--- src/rtl/cmp_share_arb_pkg.sv ---
// Shared types and helpers for the shared-comparator arbiter.
package cmp_share_arb_pkg;

    localparam int MAX_N = 8;
    localparam int PTR_W = 3;

    typedef enum logic {
        IDLE = 1'b0,
        CMP  = 1'b1
    } state_t;

    typedef logic [MAX_N-1:0] vec_t;
    typedef logic [PTR_W-1:0] idx_t;

    // Round-robin pick: first set bit of req scanning ptr, ptr+1, ... mod n.
    // Returns 0 when nothing is set; callers qualify with |req.
    function automatic idx_t rr_pick(input vec_t req, input idx_t ptr, input int n);
        idx_t pick;
        idx_t cand;
        bit   found;
        pick  = '0;
        found = 1'b0;
        for (int k = 0; k < MAX_N; k++) begin
            cand = idx_t'((int'(ptr) + k) % n);
            if (k < n && !found && req[cand]) begin
                pick  = cand;
                found = 1'b1;
            end
        end
        return pick;
    endfunction

    // One-hot encode an index into the widest supported vector.
    function automatic vec_t onehot(input idx_t idx);
        vec_t v;
        v      = '0;
        v[idx] = 1'b1;
        return v;
    endfunction

endpackage

--- src/rtl/cmp_share_arb_if.sv ---
// Requester-side bus of the shared comparator: request/operands in, grant/done/result out.
interface cmp_share_arb_if #(
    parameter int N  = 4,
    parameter int IN = 16
) ();
    logic [N-1:0]    req;
    logic [N*IN-1:0] a_in;
    logic [N*IN-1:0] b_in;
    logic [N-1:0]    gnt;
    logic            busy;
    logic [N-1:0]    done;
    logic            g;
    logic            l;
    logic            e;

    // Requester clients drive the operands and requests.
    modport master (
        output req, a_in, b_in,
        input  gnt, busy, done, g, l, e
    );

    // The arbiter consumes requests and returns grants and results.
    modport slave (
        input  req, a_in, b_in,
        output gnt, busy, done, g, l, e
    );
endinterface

--- src/rtl/cmp_share_arb_mag_cmp.sv ---
// Combinational IN-bit magnitude comparator; SIGNED selects two's-complement ordering.
module mag_cmp #(
    parameter int IN     = 16,
    parameter bit SIGNED = 1'b0
) (
    input  logic [IN-1:0] a,
    input  logic [IN-1:0] b,
    output logic          g,
    output logic          l,
    output logic          e
);
    // Ordering depends on signedness; equality does not.
    generate
        if (SIGNED) begin : g_signed
            assign g = $signed(a) > $signed(b);
            assign l = $signed(a) < $signed(b);
        end else begin : g_unsigned
            assign g = a > b;
            assign l = a < b;
        end
    endgenerate

    assign e = (a == b);
endmodule

--- src/rtl/cmp_share_arb.sv ---
// Round-robin arbiter sharing one magnitude comparator between N requesters.
// IDLE picks a winner and latches its operands; CMP evaluates and pulses done.
module cmp_share_arb
    import cmp_share_arb_pkg::*;
#(
    parameter int N      = 4,
    parameter int IN     = 16,
    parameter bit SIGNED = 1'b0
) (
    input  logic          clk,
    input  logic          rst,
    cmp_share_arb_if.slave bus
);
    state_t          state_q, state_d;
    logic [N-1:0]    gnt_q, gnt_d;
    logic [N-1:0]    done_q, done_d;
    logic            busy_q, busy_d;
    idx_t            rr_ptr_q, rr_ptr_d;
    logic [IN-1:0]   a_r_q, a_r_d;
    logic [IN-1:0]   b_r_q, b_r_d;
    logic            g_q, g_d;
    logic            l_q, l_d;
    logic            e_q, e_d;

    vec_t            elig;
    idx_t            winner;
    logic [N-1:0]    win_oh;
    logic            cmp_g, cmp_l, cmp_e;

    mag_cmp #(
        .IN     (IN),
        .SIGNED (SIGNED)
    ) u_mag_cmp (
        .a (a_r_q),
        .b (b_r_q),
        .g (cmp_g),
        .l (cmp_l),
        .e (cmp_e)
    );

    // Next-state and output logic for the IDLE/CMP sequence.
    always_comb begin
        // NOTE: every variable gets a default first so no path leaves it unassigned (no latch).
        state_d  = state_q;
        gnt_d    = gnt_q;
        done_d   = done_q;
        rr_ptr_d = rr_ptr_q;
        a_r_d    = a_r_q;
        b_r_d    = b_r_q;
        g_d      = g_q;
        l_d      = l_q;
        e_d      = e_q;

        // A requester still holding req during its done cycle is masked out.
        elig   = vec_t'(bus.req & ~done_q);
        winner = rr_pick(elig, rr_ptr_q, N);
        win_oh = N'(onehot(winner));

        case (state_q)
            IDLE: begin
                done_d = '0;
                if (|elig) begin
                    a_r_d    = bus.a_in[int'(winner)*IN +: IN];
                    b_r_d    = bus.b_in[int'(winner)*IN +: IN];
                    gnt_d    = win_oh;
                    rr_ptr_d = idx_t'((int'(winner) + 1) % N);
                    state_d  = CMP;
                end else begin
                    gnt_d = '0;
                end
            end
            CMP: begin
                g_d     = cmp_g;
                l_d     = cmp_l;
                e_d     = cmp_e;
                done_d  = gnt_q;
                gnt_d   = '0;
                state_d = IDLE;
            end
        endcase

        busy_d = (state_d == CMP);
    end

    // State and output registers; reset aborts any operation in flight.
    always_ff @(posedge clk or posedge rst) begin
        if (rst) begin
            // NOTE: operand registers are reset too; they are a handful of flops, not a memory array.
            state_q  <= IDLE;
            gnt_q    <= '0;
            done_q   <= '0;
            busy_q   <= 1'b0;
            rr_ptr_q <= '0;
            a_r_q    <= '0;
            b_r_q    <= '0;
            g_q      <= 1'b0;
            l_q      <= 1'b0;
            e_q      <= 1'b0;
        end else begin
            // NOTE: non-blocking assignments so every flop samples pre-edge values.
            state_q  <= state_d;
            gnt_q    <= gnt_d;
            done_q   <= done_d;
            busy_q   <= busy_d;
            rr_ptr_q <= rr_ptr_d;
            a_r_q    <= a_r_d;
            b_r_q    <= b_r_d;
            g_q      <= g_d;
            l_q      <= l_d;
            e_q      <= e_d;
        end
    end

    assign bus.gnt  = gnt_q;
    assign bus.done = done_q;
    assign bus.busy = busy_q;
    assign bus.g    = g_q;
    assign bus.l    = l_q;
    assign bus.e    = e_q;
endmodule

--- src/flat_wrapper.sv ---
// flat-port wrapper written by rule: the top's interface ports become plain ports
module cmp_share_arb_flat import cmp_share_arb_pkg::*;
#(
    parameter int N      = 4,
    parameter int IN     = 16,
    parameter bit SIGNED = 1'b0
)
  (clk, rst, bus_req, bus_a_in, bus_b_in, bus_gnt, bus_busy, bus_done, bus_g, bus_l, bus_e);
  cmp_share_arb_if #(.N(N), .IN(IN)) bus_i ();
  input  logic clk;
  input  logic rst;
  input wire logic [$bits(bus_i.req)-1:0] bus_req;
  input wire logic [$bits(bus_i.a_in)-1:0] bus_a_in;
  input wire logic [$bits(bus_i.b_in)-1:0] bus_b_in;
  output wire logic [$bits(bus_i.gnt)-1:0] bus_gnt;
  output wire logic [$bits(bus_i.busy)-1:0] bus_busy;
  output wire logic [$bits(bus_i.done)-1:0] bus_done;
  output wire logic [$bits(bus_i.g)-1:0] bus_g;
  output wire logic [$bits(bus_i.l)-1:0] bus_l;
  output wire logic [$bits(bus_i.e)-1:0] bus_e;
  assign bus_i.req = bus_req;
  assign bus_i.a_in = bus_a_in;
  assign bus_i.b_in = bus_b_in;
  assign bus_gnt = bus_i.gnt;
  assign bus_busy = bus_i.busy;
  assign bus_done = bus_i.done;
  assign bus_g = bus_i.g;
  assign bus_l = bus_i.l;
  assign bus_e = bus_i.e;
  cmp_share_arb #(.N(N), .IN(IN), .SIGNED(SIGNED)) u_core (.clk(clk), .rst(rst), .bus(bus_i));
endmodule
--- config.mk ---
export PLATFORM = sky130hd
export DESIGN_NAME = cmp_share_arb_flat
export DESIGN_NICKNAME = d
export VERILOG_FILES = /design/src/rtl/cmp_share_arb_pkg.sv /design/src/rtl/cmp_share_arb_if.sv /design/src/rtl/cmp_share_arb_mag_cmp.sv /design/src/rtl/cmp_share_arb.sv /design/src/flat_wrapper.sv
export SDC_FILE = /design/constraint.sdc
export NUM_CORES = 1
export LEC_CHECK = 0
export ABC_AREA = 1
export CAP_MARGIN = 20
export CORE_MARGIN = 5
export CORE_UTILIZATION = 45
export CTS_BUF_LIST = sky130_fd_sc_hd__clkbuf_8
export DETAILED_ROUTE_END_ITERATION = 10
export PLACE_DENSITY = 0.79
export SETUP_SLACK_MARGIN = 0.05
export SLEW_MARGIN = 30
export SYNTH_ARGS = -nofsm -noshare
export SYNTH_HDL_FRONTEND = slang
export SYNTH_SLANG_ARGS = --single-unit
--- constraint.sdc ---
create_clock -name clk -period 2.56 [get_ports clk]
set_clock_uncertainty 0.1 [all_clocks]
set_input_delay 0.512 -clock clk [delete_from_list [all_inputs] [get_ports clk]]
set_output_delay 0.512 -clock clk [all_outputs]
set_load 0.02 [all_outputs]
# ---- Word level (Yosys, flattened, before mapping)
# Cells that the tools add are included.
dict set report classes {
  n_bitwise 6
  n_shift 2
  n_lt_le_gt_ge 8
  n_addsub 4
  reduce_logical 12
  n_eq_ne 1
  n_mux 22
}
# cell n
set ops {}
lappend ops {{$shiftx A64 B8 Y16} 2}
lappend ops {{$eq A16 B16 Y1} 1}
lappend ops {{$gt A16 B16 Y1} 1}
lappend ops {{$lt A16 B16 Y1} 1}
lappend ops {{$lt A3 B4 Y1 const B} 4}
lappend ops {{$pmux W4 S2} 2}
lappend ops {{$bmux W1 S3} 3}
lappend ops {{$mux W1} 9}
lappend ops {{$mux W3} 3}
lappend ops {{$and A4 B8 Y8} 1}
lappend ops {{$not A4 Y8} 1}
lappend ops {{$reduce_or A8 Y1} 1}
lappend ops {{$reduce_or A2 Y1} 3}
lappend ops {{$add A2 B1 Y2 const B} 2}
lappend ops {{$add A2 B2 Y2 const B} 2}
lappend ops {{$logic_and A1 B1 Y1} 4}
lappend ops {{$lt A2 B4 Y1 const B} 1}
lappend ops {{$mux W4} 1}
lappend ops {{$and A1 B1 Y1 const A} 3}
lappend ops {{$demux W1 S3} 1}
lappend ops {{$ge A3 B1 Y1 const B} 1}
lappend ops {{$logic_not A1 Y1} 3}
lappend ops {{$bmux W1 S2} 1}
lappend ops {{$mux W2} 1}
lappend ops {{other kinds (3)} 3}
dict set report totals {
  input_bits 134
  wordCells 64
  register_bits 46
}

# ---- Longest topological paths before layout
# Gate-level depths: netlist of run 1.
dict set report depth {
  depth_word 20
  mapped_depth 16
}

# ---- Cells and area by module
# Synthesis of run 1 repeated with hierarchy kept, for this count alone.
dict set report hier_totals {
  hier_cells 642
  area_unflattened_um2 3982.6
}
# mod cells_per_inst n_inst area_each_um2
set modules_own_cells {}
lappend modules_own_cells {cmp_share_arb 569 1 3543.4}
lappend modules_own_cells {mag_cmp 73 1 439.2}

# ---- Least setup slack after synthesis of run 1
# OpenSTA, ideal clock, no wires.
dict set report synth_timing {
  path_kind {reg2reg}
  startpoint {register u_core.done_q[2], in the netlist u_core.bus.done[2]}
  endpoint {register u_core.a_r_q[13]}
  path_stages_with_launch 16
  period_less_slack_ns 1.964
  required_ns 2.343
  path_slack_ns 0.596
  path_buffers 2
  arrival_ns 1.748
  path_cell_list {dfrtp_1 > inv_1 > nand3_1 > nand3_1 > nand2_2 > nand2_2 > nor2_4 > nand2_2 > buf_6 > buf_6 > nand4_1 > nand2_1 > nand2_1 > nand2_1 > nand2_1 > nand2_1}
}
dict set report synth_between {
  elab_chain_len 15
  elab_cells_between_ends 26
  classes_between {shift (1); mux (15); bitwise (2); reduce/logical (8)}
}
# element line_no
set synth_rtl {}
lappend synth_rtl {{from (decl)} cmp_share_arb.sv:16} ;# logic [N-1:0] done_q, done_d;
lappend synth_rtl {{from (signal assigned)} cmp_share_arb.sv:103} ;# done_q <= done_d;
lappend synth_rtl {{$not A4 Y8 *} cmp_share_arb.sv:55} ;# elig = vec_t'(bus.req & ~done_q);
lappend synth_rtl {{$and A4 B8 Y8 *} cmp_share_arb.sv:55}
lappend synth_rtl {{$bmux W1 S2} cmp_share_arb_pkg.sv:25} ;# if (k < n && !found && req[cand]) begin
lappend synth_rtl {{$mux W1 (not written as such)} cmp_share_arb_pkg.sv:25}
lappend synth_rtl {{$mux W1} cmp_share_arb_pkg.sv:25}
lappend synth_rtl {{$logic_not A1 Y1} cmp_share_arb_pkg.sv:25}
lappend synth_rtl {{$logic_and A1 B1 Y1} cmp_share_arb_pkg.sv:25}
lappend synth_rtl {{$mux W1} cmp_share_arb_pkg.sv:25}
lappend synth_rtl {{$logic_not A1 Y1} cmp_share_arb_pkg.sv:25}
lappend synth_rtl {{$logic_and A1 B1 Y1} cmp_share_arb_pkg.sv:25}
lappend synth_rtl {{$mux W1} cmp_share_arb_pkg.sv:25}
lappend synth_rtl {{$logic_not A1 Y1} cmp_share_arb_pkg.sv:25}
lappend synth_rtl {{$logic_and A1 B1 Y1} cmp_share_arb_pkg.sv:25}
lappend synth_rtl {{$mux W3} cmp_share_arb_pkg.sv:25}
lappend synth_rtl {{$shiftx A64 B8 Y16} cmp_share_arb.sv:63} ;# a_r_d = bus.a_in[int'(winner)*IN +: IN];
lappend synth_rtl {{to (signal assigned)} cmp_share_arb.sv:106} ;# a_r_q <= a_r_d;
lappend synth_rtl {{to (decl)} cmp_share_arb.sv:19} ;# logic [IN-1:0] a_r_q, a_r_d;
# Every way passes the cells marked *; elsewhere a longest branch is shown, timed or not. The select of a mux whose other input is x is not followed.
# A chain may end at the register's enable or synchronous reset.

# ---- Worst setup path in the final report of run 1
dict set report layout_timing {
  startpoint {input bus_req[3]}
  endpoint {register u_core.b_r_q[3]}
}
dict set report layout_between {
  elab_chain_len 14
  elab_cells_between_ends 25
  classes_between {shift (1); mux (15); bitwise (1); reduce/logical (8)}
}
# element line_no
set layout_rtl {}
lappend layout_rtl {{from (decl)} flat_wrapper.sv:12} ;# input wire logic [$bits(bus_i.req)-1:0] bus_req;
lappend layout_rtl {{$and A4 B8 Y8 *} cmp_share_arb.sv:55}
lappend layout_rtl {{$bmux W1 S2} cmp_share_arb_pkg.sv:25}
lappend layout_rtl {{$mux W1 (not written as such)} cmp_share_arb_pkg.sv:25}
lappend layout_rtl {{$mux W1} cmp_share_arb_pkg.sv:25}
lappend layout_rtl {{$logic_not A1 Y1} cmp_share_arb_pkg.sv:25}
lappend layout_rtl {{$logic_and A1 B1 Y1} cmp_share_arb_pkg.sv:25}
lappend layout_rtl {{$mux W1} cmp_share_arb_pkg.sv:25}
lappend layout_rtl {{$logic_not A1 Y1} cmp_share_arb_pkg.sv:25}
lappend layout_rtl {{$logic_and A1 B1 Y1} cmp_share_arb_pkg.sv:25}
lappend layout_rtl {{$mux W1} cmp_share_arb_pkg.sv:25}
lappend layout_rtl {{$logic_not A1 Y1} cmp_share_arb_pkg.sv:25}
lappend layout_rtl {{$logic_and A1 B1 Y1} cmp_share_arb_pkg.sv:25}
lappend layout_rtl {{$mux W3} cmp_share_arb_pkg.sv:25}
lappend layout_rtl {{$shiftx A64 B8 Y16} cmp_share_arb.sv:64} ;# b_r_d = bus.b_in[int'(winner)*IN +: IN];
lappend layout_rtl {{to (signal assigned)} cmp_share_arb.sv:107} ;# b_r_q <= b_r_d;
lappend layout_rtl {{to (decl)} cmp_share_arb.sv:20} ;# logic [IN-1:0] b_r_q, b_r_d;
# Marks and branches as above.

==> results of run 1 <==
## logic make-up after synthesis
| kind of cell | Yosys count | synth area share [%] |
|---|---|---|
| AOI/OAI and AO/OA | 15 | 2.81 |
| adders and majority gates | 16 | 4.89 |
| buffers and inverters | 83 | 11.9 |
| DFF | 46 | 28.1 |
| and+or+nand+nor | 477 | 52.3 |
## cell type report
class / count / area, um2
inverter: 39 / 146
multi-input combinational: 508 / 2460
sequential: 46 / 1150
fill: 764 / 2990
timing repair buffer: 177 / 1810
clock inverter: 3 / 43.8
tap: 108 / 135
clock buffer: 5 / 68.8
## state kept, by name (all words and copies together), names as in the netlist
name,count
u_core.rr_ptr_q,2
u_core.bus.gnt,4
u_core.bus.l,1
u_core.bus.g,1
u_core.state_q,1
u_core.a_r_q,16
u_core.bus.e,1
u_core.b_r_q,16
u_core.bus.done,4
## power by group through the flow
stage / Combinational [mW] / Sequential [mW] / Clock [mW]
global route: 7.74 / 1.36 / 0.601
CTS: 6.86 / 1.32 / 0.565
finish: 6.87 / 1.32 / 0.558
floorplan: 4.93 / 1.33 / 0
global placement: 6.65 / 1.32 / 0
detailed placement: 6.82 / 1.33 / 0
## worst max path at each step
stage	start	to	slack, ns
final	bus_req[3]	u_core.b_r_q[3]	0.21
after global routing	bus_req[2]	u_core.a_r_q[8]	0.03
after CTS	bus_req[3]	u_core.b_r_q[3]	0.25
after detailed placement	bus_req[3]	u_core.b_r_q[3]	-0.06
after global placement	bus_req[2]	u_core.b_r_q[3]	0.003
after floorplan	u_core.bus.done[2]	u_core.a_r_q[13]	0.60
## stage by stage
step / power, mW / instances / setup slack, ns
3_5_place_dp: 8.15 / 878 / -0.0580
3_3_place_gp: 7.97 / 878 / 0.00250
4_1_cts: 8.74 / 886 / 0.252
6_report: 8.75 / 886 / 0.214
5_1_grt: 9.70 / 886 / 0.0256
2_1_floorplan: 6.27 / 637 / 0.596
## cells in the mapped netlist (2+ instances only)
cell type	number	area (um2)
sky130_fd_sc_hd__buf_4	3	22.5
sky130_fd_sc_hd__nor3_1	2	10.0
sky130_fd_sc_hd__nand3_2	5	50.1
sky130_fd_sc_hd__nor2_1	6	22.5
sky130_fd_sc_hd__inv_1	35	131
sky130_fd_sc_hd__o21ai_0	4	20.0
sky130_fd_sc_hd__nand2_2	10	62.6
sky130_fd_sc_hd__nand2_4	3	33.8
sky130_fd_sc_hd__nand4_1	69	432
sky130_fd_sc_hd__nand3_1	47	235
sky130_fd_sc_hd__nand2_1	330	1240
sky130_fd_sc_hd__inv_2	3	11.3
sky130_fd_sc_hd__a21oi_1	5	25.0
sky130_fd_sc_hd__ha_1	16	200
sky130_fd_sc_hd__clkbuf_1	4	15.0
sky130_fd_sc_hd__dfrtp_1	46	1150
sky130_fd_sc_hd__buf_6	17	191
sky130_fd_sc_hd__buf_2	19	95.1
sky130_fd_sc_hd__nor4_1	2	12.5
## layer usage
metal | GRT usage [%] | wire length (um)
met1 | 29.2 | 5360
met3 | 4.46 | 975
met4 | 7.59 | 310
met2 | 43.7 | 6880
met5 | 0 | 0
## worst min-delay path, delay by kind of cell (launching register included)
kind,cells,cell delay (ns)
buf+inv,1,0.04
simple gates,1,0.06
flops,1,0.36
## what timing repair did
| item | CTS | global route |
|---|---|---|
| buffers inserted | 0 | 0 |
| gates resized for setup | 0 | 3 |
| endpoints found under the setup margin | 0 | 1 |
==> impl_metrics.xml, run 1 <==
<?xml version="1.0" encoding="UTF-8"?>
<metrics>
  <group name="clock_tree">
    <metric name="clk-insertion-delay-late" unit="ns">0.31</metric>
    <metric name="holdBufCountCts" unit="">0</metric>
    <metric name="cts_root_buf" unit="">sky130_fd_sc_hd__clkbuf_8</metric>
    <metric name="max-clock-path-buffers" unit="">2</metric>
    <metric name="cts.sinks" unit="">46</metric>
    <metric name="clk_pin_slew_worst_paths" unit="ns">0.09</metric>
    <metric name="cts_tree" unit="">yes</metric>
    <metric name="cts-buffers-inserted" unit="">5</metric>
    <metric name="cts_htree_levels" unit="">2</metric>
  </group>
  <group name="route">
    <metric name="drcViolationCount" unit="">0</metric>
    <metric name="antenna_left" unit="">0</metric>
    <metric name="totalWireLength" unit="um">13500</metric>
    <metric name="firstDrtPassIters" unit="">6</metric>
    <metric name="detail_route.vias_per_cell" unit="">5.42</metric>
    <metric name="via_count" unit="">4798</metric>
    <metric name="drt-initial-drc-count" unit="">329</metric>
    <metric name="wl_per_cell" unit="um">15.3</metric>
  </group>
  <group name="sta">
    <metric name="grt_setup_unrepaired" unit="">no</metric>
    <metric name="relative_slew_margins" unit="%">70.6</metric>
    <metric name="max_slew.worst_pin.slew" unit="ns">0.440</metric>
    <metric name="setup-violations-final" unit="">0</metric>
    <metric name="fin_setup_tns" unit="ns">0</metric>
    <metric name="hold_violations" unit="">0</metric>
    <metric name="final.min_clock_period" unit="ns">2.35</metric>
    <metric name="finalMaxSlewViolations" unit="">0</metric>
    <metric name="max_fclk" unit="GHz">0.426</metric>
    <metric name="fin_worst_hold_slack" unit="ns">0.379</metric>
    <metric name="min_period_over_period" unit="%">91.7</metric>
  </group>
  <group name="setup_path">
    <metric name="crit_path_max_fo" unit="">49</metric>
    <metric name="flop_to_flop_setup_slack" unit="ns">0.27</metric>
    <metric name="start_to_end_type_of_the_worst_setup_path" unit="">in2reg</metric>
    <metric name="r2r-start" unit="">u_core.rr_ptr_q[0]</metric>
    <metric name="end_kind" unit="">register</metric>
    <metric name="crit-reg2reg-capture" unit="">u_core.b_r_q[3]</metric>
    <metric name="crit_cells" unit="">13</metric>
    <metric name="worst_path_max_delay_cell" unit="">sky130_fd_sc_hd__clkdlybuf4s50_1</metric>
    <metric name="worstPathCellList" unit="">clkdlybuf4s50_1 &gt; nand3_1 &gt; nand3_1 &gt; nand2_1 &gt; inv_1 &gt; nand4_2 &gt; buf_12 &gt; nand4_1 &gt; nand2_1 &gt; nand2_1 &gt; nand2_1 &gt; nand2_1 &gt; nand2_1</metric>
    <metric name="critPathTopFamily" unit="">simple AND/OR/NAND/NOR gates</metric>
    <metric name="arrival" unit="ns">2.45</metric>
    <metric name="cpPeakStageDelay" unit="ns">0.52</metric>
    <metric name="startpoint_kind_of_the_worst_setup_timing_path" unit="">input pin</metric>
    <metric name="reg2reg_depth" unit="">13</metric>
    <metric name="cp_common_cell" unit="">sky130_fd_sc_hd__nand2_1</metric>
    <metric name="required_time_worst_endpoint" unit="ns">2.67</metric>
    <metric name="worst-path-buf-inv" unit="">3</metric>
  </group>
  <group name="worst_hold_path">
    <metric name="timing.hold.worst_path_depth" unit="">2</metric>
    <metric name="timing.hold.worst.start" unit="">u_core.bus.gnt[3]</metric>
    <metric name="holdPathEnd" unit="">u_core.bus.done[3]</metric>
    <metric name="min_path_type" unit="">reg2reg</metric>
  </group>
  <group name="synth">
    <metric name="syn_area_per_cell" unit="um2">6.42</metric>
    <metric name="synth_cell_types" unit="">30</metric>
    <metric name="ys_seq_elements" unit="">46</metric>
    <metric name="ys.flop_type" unit="">sky130_fd_sc_hd__dfrtp_1</metric>
    <metric name="synth_enable_flop_cells" unit="">0</metric>
    <metric name="synth_seq_area_share" unit="%">28.1</metric>
    <metric name="ys_warn_count" unit="">0</metric>
    <metric name="syn-instance-count" unit="">637</metric>
    <metric name="asr_flop_ratio_synth" unit="%">100</metric>
    <metric name="synth_nets" unit="">787</metric>
    <metric name="netlist_area" unit="um2">4090</metric>
  </group>
  <group name="floorplan">
    <metric name="die_x" unit="um">105</metric>
    <metric name="initial_core_util" unit="%">46.4</metric>
    <metric name="die_area" unit="um2">11100</metric>
    <metric name="die_h" unit="um">105</metric>
    <metric name="core_area" unit="um2">8810</metric>
    <metric name="io_pins" unit="">146</metric>
    <metric name="std_cell_rows" unit="">34</metric>
  </group>
  <group name="cells_and_area">
    <metric name="mostFrequentLayoutCell" unit="">sky130_fd_sc_hd__nand2_1</metric>
    <metric name="n_antenna_cell" unit="">0</metric>
    <metric name="final_layout_size_suffix_gt1_share" unit="%">9.13</metric>
    <metric name="fin_area" unit="um2">5810</metric>
    <metric name="final_util" unit="%">66.0</metric>
    <metric name="nets" unit="">927</metric>
    <metric name="area_delta_synth_final" unit="%">42.1</metric>
    <metric name="mostFrequentLayoutCells" unit="">330 x sky130_fd_sc_hd__nand2_1, 144 x sky130_fd_sc_hd__clkdlybuf4s50_1, 69 x sky130_fd_sc_hd__nand4_1</metric>
  </group>
  <group name="status">
    <metric name="outcome" unit="">complete, no violations</metric>
  </group>
  <group name="placed_design">
    <metric name="place_congestion" unit="">0.845</metric>
    <metric name="postPlaceCellArea" unit="um2">5690</metric>
    <metric name="hpwlAfterDp" unit="um">10600</metric>
    <metric name="numPortBuffers" unit="">145</metric>
  </group>
  <group name="power_and_ir_drop">
    <metric name="share_seq_of_total_power" unit="%">15.1</metric>
    <metric name="vdd_ir_drop_max" unit="V">0.000702</metric>
    <metric name="clock_power_share" unit="%">6.4</metric>
    <metric name="leakage" unit="nW">3.08</metric>
    <metric name="power_frac_comb" unit="%">78.5</metric>
    <metric name="power.share.switching" unit="%">53.3</metric>
    <metric name="p_sw" unit="mW">4.67</metric>
    <metric name="p_int" unit="mW">4.09</metric>
    <metric name="pwr_density_cell" unit="nW/um2">1510</metric>
  </group>
  <group name="grt">
    <metric name="antenna_found_initial" unit="">0</metric>
    <metric name="grt_pass1_wl" unit="um">22100</metric>
    <metric name="grt.overflow.total" unit="">0</metric>
    <metric name="vias_in_the_first_global_route" unit="">4751</metric>
    <metric name="largest_net_degree_at_the_start_of_global_routing" unit="">50</metric>
    <metric name="globalRouteTotalUtil" unit="%">24.3</metric>
  </group>
  <group name="run">
    <metric name="max-cap-violations" unit="">0</metric>
  </group>
</metrics>
(Power assumes the default switching activity.)
==> run 2, diff against run 1 <==
--- a/config.mk
+++ b/config.mk
@@ -6,7 +6,7 @@
 export NUM_CORES = 1
 export LEC_CHECK = 0
 export ABC_AREA = 1
-export CAP_MARGIN = 20
+export CAP_MARGIN = 40
 export CORE_MARGIN = 5
 export CORE_UTILIZATION = 45
 export CTS_BUF_LIST = sky130_fd_sc_hd__clkbuf_8
==> results of run 2 <==
No change in the layout: final DEF, timing and power equal those of run 1.
==> variant 1 (settings of run 1) <==
`SIGNED` is set to 1'b0 in 3 places; all go to 1'b1.
--- a/src/rtl/cmp_share_arb_mag_cmp.sv
+++ b/src/rtl/cmp_share_arb_mag_cmp.sv
@@ -3,3 +3,3 @@
     parameter int IN     = 16,
-    parameter bit SIGNED = 1'b0
+    parameter bit SIGNED = 1'b1
 ) (
--- a/src/rtl/cmp_share_arb.sv
+++ b/src/rtl/cmp_share_arb.sv
@@ -7,3 +7,3 @@
     parameter int IN     = 16,
-    parameter bit SIGNED = 1'b0
+    parameter bit SIGNED = 1'b1
 ) (
--- a/src/flat_wrapper.sv
+++ b/src/flat_wrapper.sv
@@ -5,3 +5,3 @@
     parameter int IN     = 16,
-    parameter bit SIGNED = 1'b0
+    parameter bit SIGNED = 1'b1
 )
Behaviour: not the same (Yosys sat finds a counterexample within 4 cycles, from zero or initial values and one cycle with rst high).
==> variant 1 against run 1 <==
- area after synthesis decreased by 8.4%
- setup slack got worse by 20 ps
- routed wire length shrank 15%
- total power shrank 9.7%
- sequential cell count unchanged
- design area down 6.0%
- global-route usage decreased by 1.8 points
- utilization up 0.82 points
- critical path type unchanged
- largest power group unchanged
==> variant 1: results (changes against run 1) <==
| Metric | Value |
|---|---|
| Status | `finished clean (unchanged)` |
| Met3 Use GR | `4.201% (was 4.462%)` |
| # nets final | `909 (was 927)` |
| GRT Total Usage | `22.44% (was 24.26%)` |
| Post-Place Worst Slack | `-132.3 ps (was -58.00 ps)` |
| Post-CTS setup buffer count | `0 (unchanged)` |
| Met2 GRT Util | `37.53% (was 43.67%)` |
| HPWL Detailed | `9048 um (was 10630 um)` |
| RePlAce Congestion | `0.9214 (was 0.8448)` |
| Root Buffer | `clkbuf_8 (unchanged)` |
| Max VDD drop | `1.077 mV (was 0.7024 mV)` |
| DRT met1 WL | `5128 um (was 5356 um)` |
| Ys Warns | `0 (unchanged)` |
| P_leak | `2.937 nW (was 3.078 nW)` |
| Antenna cells | `0 (unchanged)` |
| P_int | `0.003734 W (was 0.004087 W)` |
| CP Max Fanout | `15 (was 49)` |
| Top cells by area, synth | `nand2_1, dfrtp_1, nand3_1, ha_1, inv_1 (was nand2_1, dfrtp_1, nand4_1, nand3_1, ha_1)` |
| Initial antenna violation count | `0 (unchanged)` |
| Synth cell count leaders | `nand2_1, nand3_1, dfrtp_1, inv_1, buf_2 (was nand2_1, nand4_1, nand3_1, dfrtp_1, inv_1)` |
| Hold Crit Class | `flip-flop to flip-flop (unchanged)` |
| Initial drt markers | `226 (was 329)` |
| First-pass GRT wire length | `18930 um (was 22150 um)` |
| DRT Pass-1 Iters | `5 (was 6)` |
| Worst EP arrival | `2460 ps` |
| Register area share after synthesis | `30.74% (was 28.14%)` |
| WL met3 | `691 um (was 975 um)` |
| Pin count of the biggest net entering global routing | `65 (was 50)` |
| Crit path max-delay family | `simple AND/OR/NAND/NOR gates (unchanged)` |
| Max-slew headroom | `62.78% (was 70.59%)` |
| DR WL met2 | `5422 um (was 6879 um)` |
| Ys flop type | `dfrtp_1 (unchanged)` |
| Syn_nets | `771 (was 787)` |
| Port Buf Inserts | `145 (unchanged)` |
| Synth unique cells | `26 (was 30)` |
| # H-tree levels | `2 (unchanged)` |
| Share of cells above drive strength 1 | `6.719% (was 9.126%)` |
| M1 GR Usage | `29.93% (was 29.20%)` |
| Synth top area share | `35.58% (was 30.28%)` |
| # resized after CTS | `0 (unchanged)` |
| CTS max path bufs | `2 (unchanged)` |
| WL/cell | `13.34 um (was 15.26 um)` |
| Crit path largest cell delay | `510 ps` |
| Clk Latency, worst-skew pair | `290 ps (was 310 ps)` |
| DR vias | `4292 (was 4798)` |
-- variant 1: power by group through the flow --
| stage | Clock (W) | Sequential, W | Combinational (W) |
|---|---|---|---|
| CTS | 0.000407 | 0.00132 | 0.00586 |
| global placement | 0 | 0.00133 | 0.00564 |
| floorplan | 0 | 0.00131 | 0.00429 |
| global route | 0.000434 | 0.00137 | 0.00706 |
| finish | 0.000399 | 0.00132 | 0.00618 |
| detailed placement | 0 | 0.00133 | 0.00583 |
-- variant 1: logic make-up after synthesis --
group	after synthesis	share of synthesized area, %
flops	46	30.74
simple gates	472	52.26
xor+xnor	1	0.2339
fa+ha+maj	16	5.346
compound gates	15	2.205
buf+inv	71	9.221
-- variant 1: through the flow --
stage / util [%] / area (um2) / instances
final: 66.82 / 5463 / 864
after global routing: 66.82 / 5463 / 864
after CTS: 65.90 / 5388 / 861
after detailed placement: 64.97 / 5311 / 854
after global placement: 64.97 / 5311 / 854
after floorplan: - / 3745 / 621
-- variant 1: tightest hold or removal path, cell delays in order, from the launching register on --
cell and delay (ps):
dfrtp_1 340, nand2_1 50, inv_1 50
-- variant 1: path summary, 6_finish.rpt --
check	start	end	slack, ps	cells after the start
min	u_core.bus.gnt[3]	u_core.bus.done[3]	370	2
min in group asynchronous	rst	u_core.bus.l	560	3
max in group asynchronous	rst	u_core.a_r_q[11]	1420	3
max reg2reg	u_core.rr_ptr_q[0]	u_core.b_r_q[1]	280	15
min reg2reg	u_core.bus.gnt[3]	u_core.bus.done[3]	370	2
max	bus_req[0]	u_core.b_r_q[1]	190	16
-- variant 1: cell type report --
cell class,count,area [um2]
fillers,728,2713
repair buffers,167,1702
clock inverters,2,7.507
inverters,35,138.9
well taps,105,131.4
clock buffers,5,68.82
flip-flops and latches,46,1151
multi-input cells,504,2263
==> variant 2 (flow settings as in run 1) <==
Made on the original files. Reset style: synchronous (`rst`), changed in one clocked block.
--- a/src/rtl/cmp_share_arb.sv
+++ b/src/rtl/cmp_share_arb.sv
@@ -85,3 +85,3 @@
     // State and output registers; reset aborts any operation in flight.
-    always_ff @(posedge clk or posedge rst) begin
+    always_ff @(posedge clk) begin
         if (rst) begin
Function: differs if rst is asserted again (counterexample within 4 cycles, from zero or initial values and one cycle with rst high); with rst held inactive, the same outputs for 4 cycles.
==> variant 2 against run 1 <==
- area after synthesis fell by 3.2%
- sequential cell count did not move
- die area fell by 2.9%
- register-to-register slack improved by 110 ps
- routed wire length fell by 12%
- design area fell by 3.1%
- setup slack improved by 7.0 ps
- total power fell by 33%
==> variant 2: results (changes against run 1) <==
| Metric | Value |
|---|---|
| #MultiIn Comb | `431 (was 508)` |
| Via count of the first global-routing pass | `4399 (was 4751)` |
| Status | `finished clean (unchanged)` |
| CTS clock-pin slew for the worst setup and hold paths | `80 ps` |
| HPWL Detailed | `9230 um (was 10630 um)` |
| Post-Synthesis Cells | `683 (was 637)` |
| DRT Pass-1 Iters | `5 (was 6)` |
| Final WL | `11940 um (was 13520 um)` |
| Clock buffer cells | `6 (was 5)` |
| Register area share after synthesis | `23.26% (was 28.14%)` |
| Initial drt markers | `246 (was 329)` |
| Inverters | `168 (was 39)` |
| RR Startpoint | `u_core.rr_ptr_q[1] (was u_core.rr_ptr_q[0])` |
| Critical path's slowest cell | `clkdlybuf4s50_1 (unchanged)` |
| First-pass GRT wire length | `19420 um (was 22150 um)` |
| Fillers | `761 (was 764)` |
| Clock share of power | `7.8% (was 6.4%)` |
| Share of cells above drive strength 1 | `4.412% (was 9.126%)` |
| Placed Area | `0.005517 mm2 (was 0.005690 mm2)` |
| Post-Place Worst Slack | `-106.4 ps (was -58.00 ps)` |
| FF-to-FF End | `u_core.b_r_q[5] (was u_core.b_r_q[3])` |
| Worst hold start | `u_core.bus.gnt[2] (was u_core.bus.gnt[3])` |
| Critical path startpoint | `bus_req[1] (was bus_req[3])` |
| Synth unique cells | `26 (was 30)` |
| Clock-cell share | `1.621% (was 1.938%)` |
| Crit path to | `u_core.b_r_q[5] (was u_core.b_r_q[3])` |
| Signal buffers | `163 (was 177)` |
| Dpl cells | `915 (was 878)` |
| Top cells by area, synth | `dfxtp_1, nand3_1, nand2_1, inv_1, ha_1 (was nand2_1, dfrtp_1, nand4_1, nand3_1, ha_1)` |
| Post-synthesis async set-or-reset flop share | `0% (was 100.0%)` |
| Vias per cell | `4.997 (was 5.415)` |
| GRT Total Usage | `20.91% (was 24.26%)` |
| Syn_nets | `837 (was 787)` |
| Register share of the cell area | `16.37% (was 19.83%)` |
| WL/cell | `12.92 um (was 15.26 um)` |
| Period Utilization, post-route | `91.38% (was 91.66%)` |
| Reg2Reg Depth | `14 (was 13)` |
| # nets final | `969 (was 927)` |
| Actual slew at the worst max-slew pin | `309.5 ps (was 440.5 ps)` |
| Seq group | `0.00113 W (was 0.00132 W)` |
| RePlAce Congestion | `0.8740 (was 0.8448)` |
| Max VDD drop | `0.6844 mV (was 0.7024 mV)` |
| P_int | `0.002902 W (was 0.004087 W)` |
| Crit path largest cell delay | `510 ps` |
| Pin count of the biggest net entering global routing | `65 (was 50)` |
| Final design utilization | `65.24% (was 66.00%)` |
| Hold EP | `u_core.bus.done[2] (was u_core.bus.done[3])` |
| Slack of the worst reg-to-reg path | `380 ps (was 270 ps)` |
| CP Max Fanout | `32 (was 49)` |
| Hold_ws | `328.7 ps (was 379.4 ps)` |
| Multi-input combinational area share | `38.84% (was 42.30%)` |
| Non-clock buffer share | `29.58% (was 31.09%)` |
[variant 2: cell types whose count changed after synthesis, moves of 11 or more]
cell | before | now
inv_1 | 35 | 165
nand3b_1 | 0 | 33
buf_6 | 17 | 4
nand3_1 | 47 | 146
nand4_1 | 69 | 1
dfrtp_1 | 46 | 0
a21oi_1 | 5 | 27
nand2_1 | 330 | 168
dfxtp_1 | 0 | 46
nor2_1 | 6 | 17
[variant 2: kinds of logic after synthesis]
group	after synthesis	share of synthesized area [%]
buffers and inverters	206	21.65
AND/OR/NAND/NOR	373	43.65
adder cells (fa/ha/maj)	20	6.321
AO/OA/AOI/OAI	38	5.120
flip-flops	46	23.26
[variant 2: tightest hold or removal path, delay by kind of cell (launching register included)]
family	cells	cell delay, ps
buffers and inverters	1	40
and+or+nand+nor	1	30
DFF	1	310
[variant 2: metal layers]
metal	vias up	wire [um]	GRT usage, %
li1	2353	-	-
met5	-	0	0
met2	189	6004	38.34
met1	2046	4870	24.70
met4	0	312	6.938
met3	29	750	3.047
